<file path="config.mk">
export PLATFORM = sky130hd
export DESIGN_NAME = i2c_cmd_queue
export DESIGN_NICKNAME = d
export VERILOG_FILES = /design/src/rtl/i2c_cmd_queue.sv
export SDC_FILE = /design/constraint.sdc
export NUM_CORES = 1
export LEC_CHECK = 0
export CORE_MARGIN = 8
export CORE_UTILIZATION = 65
export CTS_CLUSTER_DIAMETER = 30
export CTS_CLUSTER_SIZE = 25
export DETAILED_ROUTE_END_ITERATION = 8
export PLACE_DENSITY = 0.83
export RECOVER_POWER = 50
export SLEW_MARGIN = 20
export SYNTH_ARGS = -nofsm -noshare
export SYNTH_HDL_FRONTEND = slang
export SYNTH_SLANG_ARGS = --single-unit
</file>
<file path="constraint.sdc">
create_clock -name clk -period 20.4 [get_ports clk]
set_input_delay 4.08 -clock clk [delete_from_list [all_inputs] [get_ports clk]]
set_output_delay 4.08 -clock clk [all_outputs]
set_load 0.02 [all_outputs]
</file>
<file path="src/rtl/i2c_cmd_queue.sv">
// Command queue in front of the I2C bus controller: filters decoder register writes,
// buffers them in a FIFO and replays them one at a time on a cmd_rqst/cmd_ack handshake.
module i2c_cmd_queue #(
    parameter int          DEPTH_LOG2 = 4,
    parameter int          TIMEOUT    = 4096,
    parameter logic [5:0]  I2C_ADDR   = 6'h3d,
    parameter logic [7:0]  I2C_TAG    = 8'h06,
    parameter logic [5:0]  FILT_ADDR  = 6'h00
) (
    input  logic                  clk,
    input  logic                  rst,
    input  logic [5:0]            in_addr,
    input  logic [31:0]           in_data,
    input  logic                  in_valid,
    output logic [5:0]            cmd_addr,
    output logic [31:0]           cmd_data,
    output logic                  cmd_rqst,
    input  logic                  cmd_ack,
    output logic [DEPTH_LOG2:0]   level,
    output logic [7:0]            ovf_cnt,
    output logic [7:0]            tmo_cnt
);

    localparam int DEPTH = 2 ** DEPTH_LOG2;
    localparam int TW    = $clog2(TIMEOUT) + 1;

    localparam logic [1:0] ST_IDLE = 2'd0;
    localparam logic [1:0] ST_LOAD = 2'd1;
    localparam logic [1:0] ST_REQ  = 2'd2;

    localparam logic [TW-1:0]         TMO_LAST   = TW'(TIMEOUT - 1);
    localparam logic [DEPTH_LOG2:0]   FULL_LEVEL = (DEPTH_LOG2 + 1)'(DEPTH);

    logic [37:0]           mem [DEPTH];
    logic [37:0]           rd_data_q;

    logic [DEPTH_LOG2:0]   wr_ptr_q, wr_ptr_d;
    logic [DEPTH_LOG2:0]   rd_ptr_q, rd_ptr_d;
    logic [1:0]            state_q, state_d;
    logic [TW-1:0]         timer_q, timer_d;
    logic [6:0]            last_filt_q, last_filt_d;
    logic [7:0]            ovf_q, ovf_d;
    logic [7:0]            tmo_q, tmo_d;
    logic [5:0]            cmd_addr_q, cmd_addr_d;
    logic [31:0]           cmd_data_q, cmd_data_d;
    logic                  cmd_rqst_q, cmd_rqst_d;

    logic                  i2c_hit, filt_hit, accept;
    logic                  rd_en, wr_en;
    logic                  fifo_empty, fifo_full;
    logic [DEPTH_LOG2:0]   fifo_level;

    // Input filter: generic I2C writes need the tag; filter-select writes only on change.
    always_comb begin
        i2c_hit     = in_valid && (in_addr == I2C_ADDR) && (in_data[31:24] == I2C_TAG);
        filt_hit    = in_valid && (in_addr == FILT_ADDR) && (in_data[23:17] != last_filt_q);
        accept      = i2c_hit || filt_hit;
        last_filt_d = filt_hit ? in_data[23:17] : last_filt_q;
    end

    assign fifo_level = wr_ptr_q - rd_ptr_q;
    assign fifo_empty = (fifo_level == '0);
    assign fifo_full  = (fifo_level == FULL_LEVEL);

    always_comb begin
        state_d    = state_q;
        timer_d    = timer_q;
        tmo_d      = tmo_q;
        cmd_addr_d = cmd_addr_q;
        cmd_data_d = cmd_data_q;
        cmd_rqst_d = cmd_rqst_q;
        rd_en      = 1'b0;
        case (state_q)
            ST_IDLE: begin
                cmd_rqst_d = 1'b0;
                if (!fifo_empty) begin
                    rd_en   = 1'b1;
                    state_d = ST_LOAD;
                end
            end
            ST_LOAD: begin
                cmd_addr_d = rd_data_q[37:32];
                cmd_data_d = rd_data_q[31:0];
                cmd_rqst_d = 1'b1;
                timer_d    = '0;
                state_d    = ST_REQ;
            end
            ST_REQ: begin
                // An ack landing on the timeout cycle wins: the entry counts as delivered.
                if (cmd_ack || (timer_q == TMO_LAST)) begin
                    if (!cmd_ack && (tmo_q != 8'hff)) begin
                        tmo_d = tmo_q + 8'd1;
                    end
                    cmd_rqst_d = 1'b0;
                    if (!fifo_empty) begin
                        rd_en   = 1'b1;
                        state_d = ST_LOAD;
                    end else begin
                        state_d = ST_IDLE;
                    end
                end else begin
                    timer_d = timer_q + TW'(1);
                end
            end
            default: begin
                cmd_rqst_d = 1'b0;
                state_d    = ST_IDLE;
            end
        endcase
    end

    // A pop in the same cycle frees a slot, so a write at full is still kept.
    always_comb begin
        wr_en = accept && (!fifo_full || rd_en);
        ovf_d = ovf_q;
        if (accept && fifo_full && !rd_en && (ovf_q != 8'hff)) begin
            ovf_d = ovf_q + 8'd1;
        end
        wr_ptr_d = wr_ptr_q + {{DEPTH_LOG2{1'b0}}, wr_en};
        rd_ptr_d = rd_ptr_q + {{DEPTH_LOG2{1'b0}}, rd_en};
    end

    // Storage has no reset; a read and write to the same slot returns the old entry.
    always_ff @(posedge clk) begin
        if (wr_en) begin
            mem[wr_ptr_q[DEPTH_LOG2-1:0]] <= {in_addr, in_data};
        end
        if (rd_en) begin
            rd_data_q <= mem[rd_ptr_q[DEPTH_LOG2-1:0]];
        end
    end

    always_ff @(posedge clk or posedge rst) begin
        if (rst) begin
            wr_ptr_q    <= '0;
            rd_ptr_q    <= '0;
            state_q     <= ST_IDLE;
            timer_q     <= '0;
            last_filt_q <= 7'h00;
            ovf_q       <= 8'h00;
            tmo_q       <= 8'h00;
            cmd_addr_q  <= 6'h00;
            cmd_data_q  <= 32'h0;
            cmd_rqst_q  <= 1'b0;
        end else begin
            wr_ptr_q    <= wr_ptr_d;
            rd_ptr_q    <= rd_ptr_d;
            state_q     <= state_d;
            timer_q     <= timer_d;
            last_filt_q <= last_filt_d;
            ovf_q       <= ovf_d;
            tmo_q       <= tmo_d;
            cmd_addr_q  <= cmd_addr_d;
            cmd_data_q  <= cmd_data_d;
            cmd_rqst_q  <= cmd_rqst_d;
        end
    end

    assign cmd_addr = cmd_addr_q;
    assign cmd_data = cmd_data_q;
    assign cmd_rqst = cmd_rqst_q;
    assign level    = fifo_level;
    assign ovf_cnt  = ovf_q;
    assign tmo_cnt  = tmo_q;

endmodule

</file>
# ---- Yosys cells after proc, flatten, opt, wreduce, memory -nomap -nowiden
# Memory sizes are Yosys's and may differ from the RTL's. A register that Yosys moved wholly into a read port is not among the register bits.
# Cells that the tools add are included.
dict set report word_totals {
  regBits 87
  latch_bits 0
  mem_bits_rw 608
  romBits 0
  in_bits 42
  out_inout_bits 60
  mem_count 1
}
dict set report classes {
  n_addsub 6
  multipliers 0
  div_mod_pow 0
  order_cmp 0
  n_eq_ne 12
  n_shift 0
  mux 13
  bitwise_logic 0
  reduce_logical 22
}
# name words width rd rd_clocked_by_memory_dff write_ports line
set mem_list {}
lappend mem_list {mem 16 38 1 1 1 34} ;# logic [37:0] mem [DEPTH];
# operator n
set op_table {}
lappend op_table {{case mux 13 bit (2 select lines)} 1}
lappend op_table {{adder 8 x 1 -> 8 bit (second input constant)} 2}
lappend op_table {{!= test 8 bit (second input constant)} 2}
lappend op_table {{adder 13 x 1 -> 13 bit (second input constant)} 1}
lappend op_table {{== test 13 x 12 -> 1 bit (second input constant)} 1}
lappend op_table {{two-way mux 13 bit} 1}
lappend op_table {{adder 5 x 1 -> 5 bit} 2}
lappend op_table {{logical AND 1 bit} 9}
lappend op_table {{== test 8 x 3 -> 1 bit (second input constant)} 1}
lappend op_table {{!= test 7 bit} 1}
lappend op_table {{== test 6 bit (second input constant)} 1}
lappend op_table {{logical NOT 6 bit} 1}
lappend op_table {{two-way mux 1 bit} 6}
lappend op_table {{!= test 2 bit (second input constant)} 3}
lappend op_table {{case mux 2 bit (3 select lines)} 1}
lappend op_table {{== test 5 bit (second input constant)} 1}
lappend op_table {{logical NOT 5 bit} 1}
lappend op_table {{subtractor 5 bit} 1}
lappend op_table {{two-way mux 2 bit} 2}
lappend op_table {{case mux 1 bit (2 select lines)} 2}
lappend op_table {{AND reduction 2 bit} 2}
lappend op_table {{logical NOT 1 bit} 3}
lappend op_table {{logical OR 1 bit} 3}
lappend op_table {{AND reduction 3 bit} 1}
lappend op_table {{other kinds (4)} 4}

# ---- Depth between registers and ports, before layout
# Gate-level depths: netlist of the first run.
dict set report depth {
  ltp_word 9
  mapped_depth 15
}

# ---- Worst setup path after synthesis of the first run
# Ideal clock, no wire load.
dict set report synth_timing {
  kind {input port to flip-flop}
  start {input port in_addr[0]}
  end {memory mem[2][0] (enable)}
  setup_ns 0.528
  arrival_ns 8.938
  t_required_ns 19.872
  setup_slack_ns 10.934
  stages 6
  n_path_buf 1
  path_cell_list {or4_1 > nor3_2 > o41a_1 > buf_2 > o32ai_4 > nor4_1}
}
dict set report synth_via {
  elab_chain_cells 7
  word_cells_on_any_way 10
  cone_classes {eq/ne: 1; mux: 2; reduce/logical: 7}
}
# item line
set synth_rtl {}
lappend synth_rtl {{from (decl)} 12} ;# input logic [5:0] in_addr,
lappend synth_rtl {{== test 6 bit / logical NOT 6 bit (equally long branches)} {55, 56}}
lappend synth_rtl {{logical AND 1 bit (on tied branches) (2 in series)} {55, 56}}
lappend synth_rtl {{logical OR 1 bit *} 57} ;# accept = i2c_hit || filt_hit;
lappend synth_rtl {{logical AND 1 bit *} 114} ;# wr_en = accept && (!fifo_full || rd_en);
lappend synth_rtl {{two-way mux 1 bit *} 125} ;# if (wr_en) begin
lappend synth_rtl {{two-way mux 1 bit (not written as such) *} 126} ;# mem[wr_ptr_q[DEPTH_LOG2-1:0]] <= {in_addr, in_data};
lappend synth_rtl {{to (decl)} 34}
# Mark *: on every way between the ends. The rest lies on a longest branch, timed or not.

# ---- Final worst setup path of the first run
dict set report layout_timing {
  start {register rd_ptr_q[2]}
  end {output port level[4]}
}
dict set report layout_via {
  elab_chain_cells 1
}
# item line
set layout_rtl {}
lappend layout_rtl {{from (decl)} 38} ;# logic [DEPTH_LOG2:0] rd_ptr_q, rd_ptr_d;
lappend layout_rtl {{from (signal assigned)} 147} ;# rd_ptr_q <= rd_ptr_d;
lappend layout_rtl {{subtractor 5 bit} 61} ;# assign fifo_level = wr_ptr_q - rd_ptr_q;
lappend layout_rtl {{to (decl)} 19} ;# output logic [DEPTH_LOG2:0] level,
# Every way passes these cells.

==> results of run 1 <==
power groups by stage:
| stage | sequential, mW | clock [mW] | combinational, mW |
|---|---|---|---|
| 2_1_floorplan | 1.87 | 0 | 0.726 |
| 3_3_place_gp | 1.85 | 0 | 1.07 |
| 3_5_place_dp | 1.85 | 0 | 1.10 |
| 4_1_cts | 1.83 | 2.06 | 1.15 |
| 5_1_grt | 1.84 | 2.12 | 1.20 |
| 6_report | 1.83 | 2.04 | 1.14 |
tightest hold or removal path, stage by stage (launching register included):
cell,delay [ps]
edfxtp_1,310
nand2_1,50
nand2_1,40
flip-flops by register name (all words and copies together) (netlist names):
| signal | flops |
|---|---|
| state_q | 2 |
| timer_q | 13 |
| cmd_data | 32 |
| last_filt_q | 7 |
| mem | 608 |
| rd_ptr_q | 5 |
| tmo_cnt | 8 |
| ovf_cnt | 8 |
| cmd_addr | 6 |
| rd_data_q | 38 |
| wr_ptr_q | 5 |
| cmd_rqst | 1 |
worst paths after layout:
path	end	cells after the start
worst max-delay path	level[4]	8
worst min-delay path	cmd_data[19]	2
worst max register to register	mem[0][10]	9
worst min register to register	cmd_data[19]	2
max in group asynchronous	rd_ptr_q[1]	3
min in group asynchronous	timer_q[3]	2
cell families (layout without fill, tap and decap cells):
family | after synthesis | count (layout)
simple gates | 239 | 239
fa+ha+maj | 12 | 12
other cells | 0 | 1
mux | 197 | 197
compound gates | 35 | 35
buf+inv | 72 | 374
xor+xnor | 32 | 32
flops | 733 | 733
cell usage after synthesis (3+ instances only):
library cell  number
xor2_1            14
a21oi_1            3
nand2_1          158
nor2b_1            3
edfxtp_1         646
buf_2             12
inv_1             10
nand2b_1           5
buf_1             10
nor2_1             6
dfrtp_1           87
nand4_1            9
xnor2_1           17
nor4_1             7
o21ai_0            6
o31ai_1            4
nor3_1            12
mux2i_1            5
ha_1              11
clkbuf_1          37
and3_1             7
mux4_2           190
a2111oi_2          6
nand3_1           14
o211ai_1           5
metal layers:
metal / up-vias / track usage / wire, microns
li1: 5841 / - / -
met1: 7718 / 0.379 / 25200
met2: 1111 / 0.473 / 36200
met3: 187 / 0.0654 / 7230
met4: 0 / 0.112 / 2650
met5: - / 0 / 0
cell type report:
class	count	area (sq um)	share of cell area
antenna	1	2.50	0.0000733
clock buffer	134	3100	0.0908
sequential	733	21600	0.632
clock inverter	87	1000	0.0294
inverter	11	42.5	0.00125
tap	585	732	0.0214
timing repair buffer	142	1310	0.0384
multi-input combinational	515	6370	0.187
metrics by stage:
stage / util / hold slack, ps / setup slack (ps)
floorplan: - / 415 / 10930
global placement: 0.701 / 419 / 12220
detailed placement: 0.701 / 428 / 12000
CTS: 0.796 / 444 / 12510
global route: 0.796 / 470 / 9610
finish: 0.796 / 440 / 10000
==> results.txt, run 1 <==
- Status: finished, violations left
* Violated checks: max-capacitance violations, max-slew violations
* Number of standard cells in the layout, taps in and fillers out: ~2.2k
- After clock tree synthesis, the clock-pin slew on the worst setup and hold paths is around 50 ps.
- Endpoints failing setup: 0
- When the netlist entered floorplanning its net count stood at between 1k and 1.5k.
* Wire length of the first global-routing pass: 105000 microns
- Post-placement cell count: around 2k
* Worst Tran Pin Value: around 4300 ps
- Filler cell count in the final layout: roughly 1.9k
- Dividing the detail-routed wire length by the instance count gives between 30 and 40 microns.
* Final Slew Violations: between 150 and 200
- Kind of end point of the critical path: primary output
- Max Clk Rate: between 90 and 100 MHz
- Of the total synthesized cell area, the portion taken by AND, OR, NAND and NOR gates is 0.0395.
- The number of buffers and inverters on the critical path is 4.
- The design draws around 5.0 mW.
- First-iteration detailed-routing DRC count: around 2.0k
* Library cell used as clock root buffer: clkbuf_16
- Post-synthesis area per instance: 21.3 sq um
* Sequential Power Share: 0.365
- Max-cap violations in this run came to 5.
- The most used flip-flop cell after synthesis is edfxtp_1.
* Yosys top cell area share: 0.689
- Of the total synthesized cell area, the portion taken by full adders, half adders and majority gates is 0.00560.
* Number of buffers on the longest clock path: 3
- The final layout contains routed wiring with a total length of roughly 70000 microns.
* Clock tree from TritonCTS: yes
* Post-synthesis sequential element count: around 730
- The final layout contains 1573 nets.
- Async set or reset register ratio after synthesis: 0.119
- Syn Std Cell Area: between 0.02 and 0.03 sq mm
- Port buffering added around 100 buffers.
- Clock skew on the completed layout was measured at 32.7 ps.
* Critical path arrival: about 6300 ps
- Share of the synthesized netlist area taken by xor and xnor gates: 0.0106
* Reg2Reg Setup Slack: 12880 ps
- The synthesized netlist contains between 50 and 60 unique library cells.
- Top-level I/O count: 102
- Post-CTS timing repair inserted 0 buffers for setup.
- Core box area: 0.0429 sq mm
- The min-delay analysis places its worst path in the category flip-flop to flip-flop.
* Number of placement rows: 76
- The setup path with the least slack is of type flip-flop to primary output.
- After synthesis, the largest family of logic cells by area is multiplexers.
* Instance count of the mapped netlist: 1320
* Share of power burned in the clock network: 0.408
- Crit path max-delay family: buffers and inverters
- ANT nets after route: 0
- The clock reaches the later pin of the worst-skew pair after around 660 ps.
- Area Growth Syn to Fin: 21.4%
- Hold Path Origin: rd_data_q[19]
* Vias: 14.9k
- Maximum level of the CTS H-tree: 3
* Power per cell area: ~150 mW/mm^2
* Last weighted congestion value of the routability-driven placer: just under 0.8
- Once the clock tree was built, the resizer swapped 0 gates to a different size.
- Power dissipated by switching net loads: around 1.4 mW
- The most critical setup path has its startpoint at rd_ptr_q[2].
- The pre-antenna-repair detailed-routing pass consisted of 6 iterations.
* Cell area after layout: 0.0342 sq mm
- Walking the worst path, the cells encountered are clkinv_1 > clkbuf_1 > ha_1 > nand2b_1 > a21oi_1 > xnor2_4 > inv_1 > clkdlybuf4s50_1.
- Dividing the detail-routed via count by the number of cells gives a little under 7.
* Final clock period utilization by the worst path: 0.510
- Power Internal: ~3.6 mW
- The share of the Yosys chip area taken by registers is 0.767.
- Most frequent cells in the layout: edfxtp_1, mux4_2, nand2_1
* Yosys Warn Count: 0
- Global routing finished with a remaining overflow of 0.
- The initial antenna violation count was 1.
- Tightest slew margin relative to the limit: -1.86
- The share of total power dissipated in combinational logic is 0.228.
- In the global route stage, overall resource usage came out at 0.289.
- Fraction of layout instances using a drive strength above 1: 0.290
* Highest cell delay on the worst timing path: 3010 ps
* DRC Markers: 0
- Startpoint class of the critical path: flip-flop
- Leaving out fill and tap cells, the most frequent cell in the layout is edfxtp_1.
- Detailed placement HPWL: about 35000 microns
- Entering global routing, the biggest net connects 79 pins.
* Setup repair after global routing missed its margin: false
- Post-synthesis cell type with the largest combined area: edfxtp_1
- In this run, synthesis inferred about 650 flip-flops with an integrated enable.
* Via count of the first global-routing pass: between 15k and 20k
* Clock sink total: roughly 730
- Post-layout min period: between 10000 and 15000 ps
- VDD IR max: roughly 110 uV
- Critical path data required time: 16320 ps
- Mux share of post-synthesis cell area: 0.155
- Cell at the slowest stage of the critical path: clkbuf_1
* Share of total power consumed by net switching: 0.283
* Final hold vios: 0
* Leading post-synthesis cells by cell area: edfxtp_1, mux4_2, dfrtp_1
- Final total negative setup slack: 0 ps
* Complex-gate fraction of the synthesized area: 0.0124
- The die covers around 0.050 sq mm.
- Starting density of the core: 0.656
* Crit Reg-Reg Startpoint: rd_ptr_q[2]
- The analysis attributes to cell leakage a power of 11.7 nW.
- Placed standard-cell area: between 0.03 and 0.04 sq mm
* Post-CTS Hold Fix Bufs: 0
- The floorplan step set the die width to around 220 microns.
* Die boundary height: about 220 microns
- Number of CTS-inserted buffers: 116
- Max FO, Critical Path: 39
Note: power is estimated with default switching activity, not from simulation.
==> inputs of run 2 (changes only) <==
--- a/config.mk
+++ b/config.mk
@@ -6,11 +6,11 @@
 export NUM_CORES = 1
 export LEC_CHECK = 0
 export CORE_MARGIN = 8
-export CORE_UTILIZATION = 65
+export CORE_UTILIZATION = 55
 export CTS_CLUSTER_DIAMETER = 30
 export CTS_CLUSTER_SIZE = 25
 export DETAILED_ROUTE_END_ITERATION = 8
-export PLACE_DENSITY = 0.83
+export PLACE_DENSITY = 0.75
 export RECOVER_POWER = 50
 export SLEW_MARGIN = 20
 export SYNTH_ARGS = -nofsm -noshare
==> constraint.sdc (replaced) <==
create_clock -name clk -period 8.7 [get_ports clk]
set_input_delay 1.74 -clock clk [delete_from_list [all_inputs] [get_ports clk]]
set_output_delay 1.74 -clock clk [all_outputs]
set_load 0.02 [all_outputs]
==> run 2 against run 1 <==
  * Worst setup slack lost 7500 ps
  * Sequential cell count stayed put
  * Global-route usage shrank 6.7 points
  * Critical path depth down 4
  * Cell count rose by 4.9%
  * Via count is 3.9% lower
  * Non-clock buffer count fell by 2
  * The run still ends with max-capacitance violations, max-slew violations left
  * Wire length decreased by 10%
==> results.txt, run 2 (same netlist as run 1, synthesis figures left out) <==
- Status: finished, violations left (unchanged).
- Violated checks: max-capacitance violations, max-slew violations (unchanged)
* Remaining Overflow, GRT: 0 (unchanged)
- Routed WL: 64000 microns (was 71200 microns)
* Pre-antenna DRT Iters: 4 (was 6)
- Endpoints failing setup: 0 (unchanged)
- Post-layout min period: slightly above 6000 ps
- Buffers & Inverters on Critical Path: 2 (was 4)
- The number of I/O pins came to 102 (unchanged).
- The number of global-route vias before repair was 15.3k (was 15.6k).
- DRC Markers: 0 (unchanged)
- The length in cells of the worst reg-to-reg path was 4 (was 9).
- The global router's overall resource usage came to 0.222 (was 0.289).
* Initial antenna violation count: 3 (was 1)
- Number of buffers on the longest clock path: 3 (unchanged)
- The routed via count came to 14.3k (was 14.9k).
- The count of standard-cell rows was 83 (was 76).
- The buffer count from post-CTS setup fixing came to 0 (unchanged).
* Max FO, Critical Path: 111 (was 39)
- The reg-to-reg startpoint is rd_ptr_q[0] (was rd_ptr_q[2]).
* Number of input and output port buffers inserted: 101 (unchanged)
- The core region area came to 0.0510 sq mm (was 0.0429 sq mm).
* Last weighted congestion value of the routability-driven placer: 0.756 (was 0.773)
- The static leakage power is 11.9 nW (was 11.7 nW).
* Latest clock arrival within the worst-skew pair: 710 ps (was 660 ps)
* Worst Skew: 32.2 ps (was 32.7 ps)
- Most frequent cells in the layout: edfxtp_1, mux4_2, nand2_1 (unchanged).
- Fraction of layout instances using a drive strength above 1: 0.288 (was 0.290)
- Cell at the slowest stage of the critical path: clkbuf_2 (was clkbuf_1)
- Series of cell instances along the critical path: clkbuf_2 > buf_4 > mux4_2 > mux4_2 (was clkinv_1 > clkbuf_1 > ha_1 > nand2b_1 > a21oi_1 > xnor2_4 > inv_1 > clkdlybuf4s50_1).
- The cell that appears most often on the critical path is mux4_2.
- The category of the worst setup path launch point was a flip-flop (unchanged).
- Kind of end point of the critical path: flip-flop (was primary output)
- The wire length of the first global-routing pass came to 97000 microns (was 105000 microns).
- Clock sink total: 733 (unchanged)
- Max Clk Rate: 163 MHz
- The number of nets with antenna violations after routing is 0 (unchanged).
- The proportion of power drawn by combinational gates is 0.219 (was 0.228).
* Highest cell delay on the worst timing path: 3030 ps (was 3010 ps)
- The most common cell after layout, fill and taps aside is edfxtp_1 (unchanged).
- Critical path launch point: rd_ptr_q[0] (was rd_ptr_q[2])
* Detailed placement HPWL: 31200 microns (was 34900 microns)
- Average routed wire per standard cell: 27.6 microns (was 32.3 microns)
- The type of the most critical hold path was flip-flop to flip-flop (unchanged).
- The top cell family by delay on the critical path is buffers and inverters (unchanged).
- Power dissipated by switching net loads: 3.20 mW (was 1.42 mW)
- The CTS tree is yes (unchanged).
- The count of endpoints failing hold in the final timing report was 0 (unchanged).
- Design Power: 12.0 mW (was 5.02 mW)
* Tightest slew margin relative to the limit: -1.95 (was -1.86)
- Power per cell area: 346 mW/mm^2 (was 147 mW/mm^2)
* Via density per instance: 6.16 (was 6.73)
* Resized cells post-CTS: 0 (unchanged)
* VDD IR max: 364 uV (was 105 uV)
- The vertical die dimension is 242 microns (was 224 microns).
- Share of power burned in the clock network: 0.424 (was 0.408)
- Total die area: 0.0587 sq mm (was 0.0502 sq mm)
* Pin count of the biggest net entering global routing: 112 (was 79)
- The capture point of the worst path was rd_data_q[24] (was level[4]).
* Path type of the worst setup path: flip-flop to flip-flop (was flip-flop to primary output)
* Power Internal: 8.79 mW (was 3.60 mW)
- The number of cells on the worst hold path is 2 (unchanged).
- The total of hold buffers inserted after clock tree synthesis came to 0 (unchanged).
- Capture instance of the worst register-to-register path: rd_data_q[24] (was mem[0][10])
* Area Growth Syn to Fin: 23.0% (was 21.4%)
- The clock slew seen by the registers of the worst setup and hold paths is 50 ps (about the same).
- Of the available clock period, the critical path in the final layout requires 0.707.
- First-iteration detailed-routing DRC count: 1368 (was 2014)
- Cell count along the critical path: 4 (was 8)
- The endpoint arrival time on the critical path was 6560 ps (was 6320 ps).
- Final Slew Violations: 152 (was 172)
- # Max-Cap Violations: 2 (was 5)
* Worst Tran Pin Value: 4430 ps (was 4290 ps)
- Sequential Power Share: 0.357 (was 0.365)
- The setup TNS after final layout was 0 ps (unchanged).
* Diode insertion count for antenna repair: 0 (was 1)
- Net count, final: 1587 (was 1573)
- Library cell used as clock root buffer: clkbuf_16 (unchanged)
* Width of the die: 242 microns (was 224 microns)
* Max reg flops: 608 (unchanged)
* Reg2Reg Setup Slack: 2550 ps (was 12880 ps)
- The count of H-tree levels built during CTS is 4 (was 3).
- The required arrival time at the worst endpoint is 9110 ps (was 16320 ps).
* Number of CTS-inserted buffers: 132 (was 116)
- Share of total power consumed by net switching: 0.267 (was 0.283)
* Setup repair after global routing missed its margin: false (unchanged)
- Starting density of the core: 0.552 (was 0.656)
run 2: power by group through the flow:
stage                     combinational, mW  clock [mW]  sequential [mW]
after global placement                 2.55           0             4.33
after CTS                              2.62        5.15             4.28
after floorplan                        1.70           0             4.39
final                                  2.63        5.08             4.28
after global routing                   2.82        5.32             4.29
after detailed placement               2.58           0             4.33
run 2: worst min path at each step:
| stage | from | to | slack (ps) |
|---|---|---|---|
| after floorplan | rd_data_q[32] | cmd_addr[0] | 410 |
| after global placement | rd_data_q[13] | cmd_data[13] | 430 |
| after detailed placement | rd_data_q[1] | cmd_data[1] | 420 |
| after CTS | rd_data_q[2] | cmd_data[2] | 430 |
| after global routing | rd_data_q[25] | cmd_data[25] | 450 |
| final | rd_data_q[2] | cmd_data[2] | 430 |
run 2: stage by stage:
stage / hold WS (ps) / std cells / utilization / setup slack, ps / area, sq um
finish: 426 / 2317 / 0.679 / 2550 / 34600
global route: 448 / 2317 / 0.679 / 1840 / 34600
CTS: 432 / 2316 / 0.679 / 3400 / 34600
global placement: 427 / 2078 / 0.592 / 3030 / 30200
detailed placement: 423 / 2078 / 0.592 / 2930 / 30200
floorplan: 415 / 1320 / - / 1560 / 28100
run 2: final cells by class:
class,instances,area (sq um)
clock buffers,158,3580
clock inverters,80,888
flip-flops and latches,733,21600
fillers,3021,16400
well taps,680,851
repair buffers,140,1290
inverters,11,42.5
multi-input cells,515,6380
run 2: metal layers:
| metal | up-vias | share of wire | global-route usage |
|---|---|---|---|
| met5 | - | 0.00016 | 0 |
| met2 | 720 | 0.51 | 0.364 |
| met1 | 7576 | 0.39 | 0.282 |
| met3 | 113 | 0.083 | 0.0658 |
| li1 | 5864 | - | - |
| met4 | 2 | 0.025 | 0.0793 |
run 2: tightest hold or removal path, delay by kind of cell, from the launching register on:
| kind | cells | cell delay [ps] |
|---|---|---|
| simple gates | 2 | 100 |
| flops | 1 | 310 |
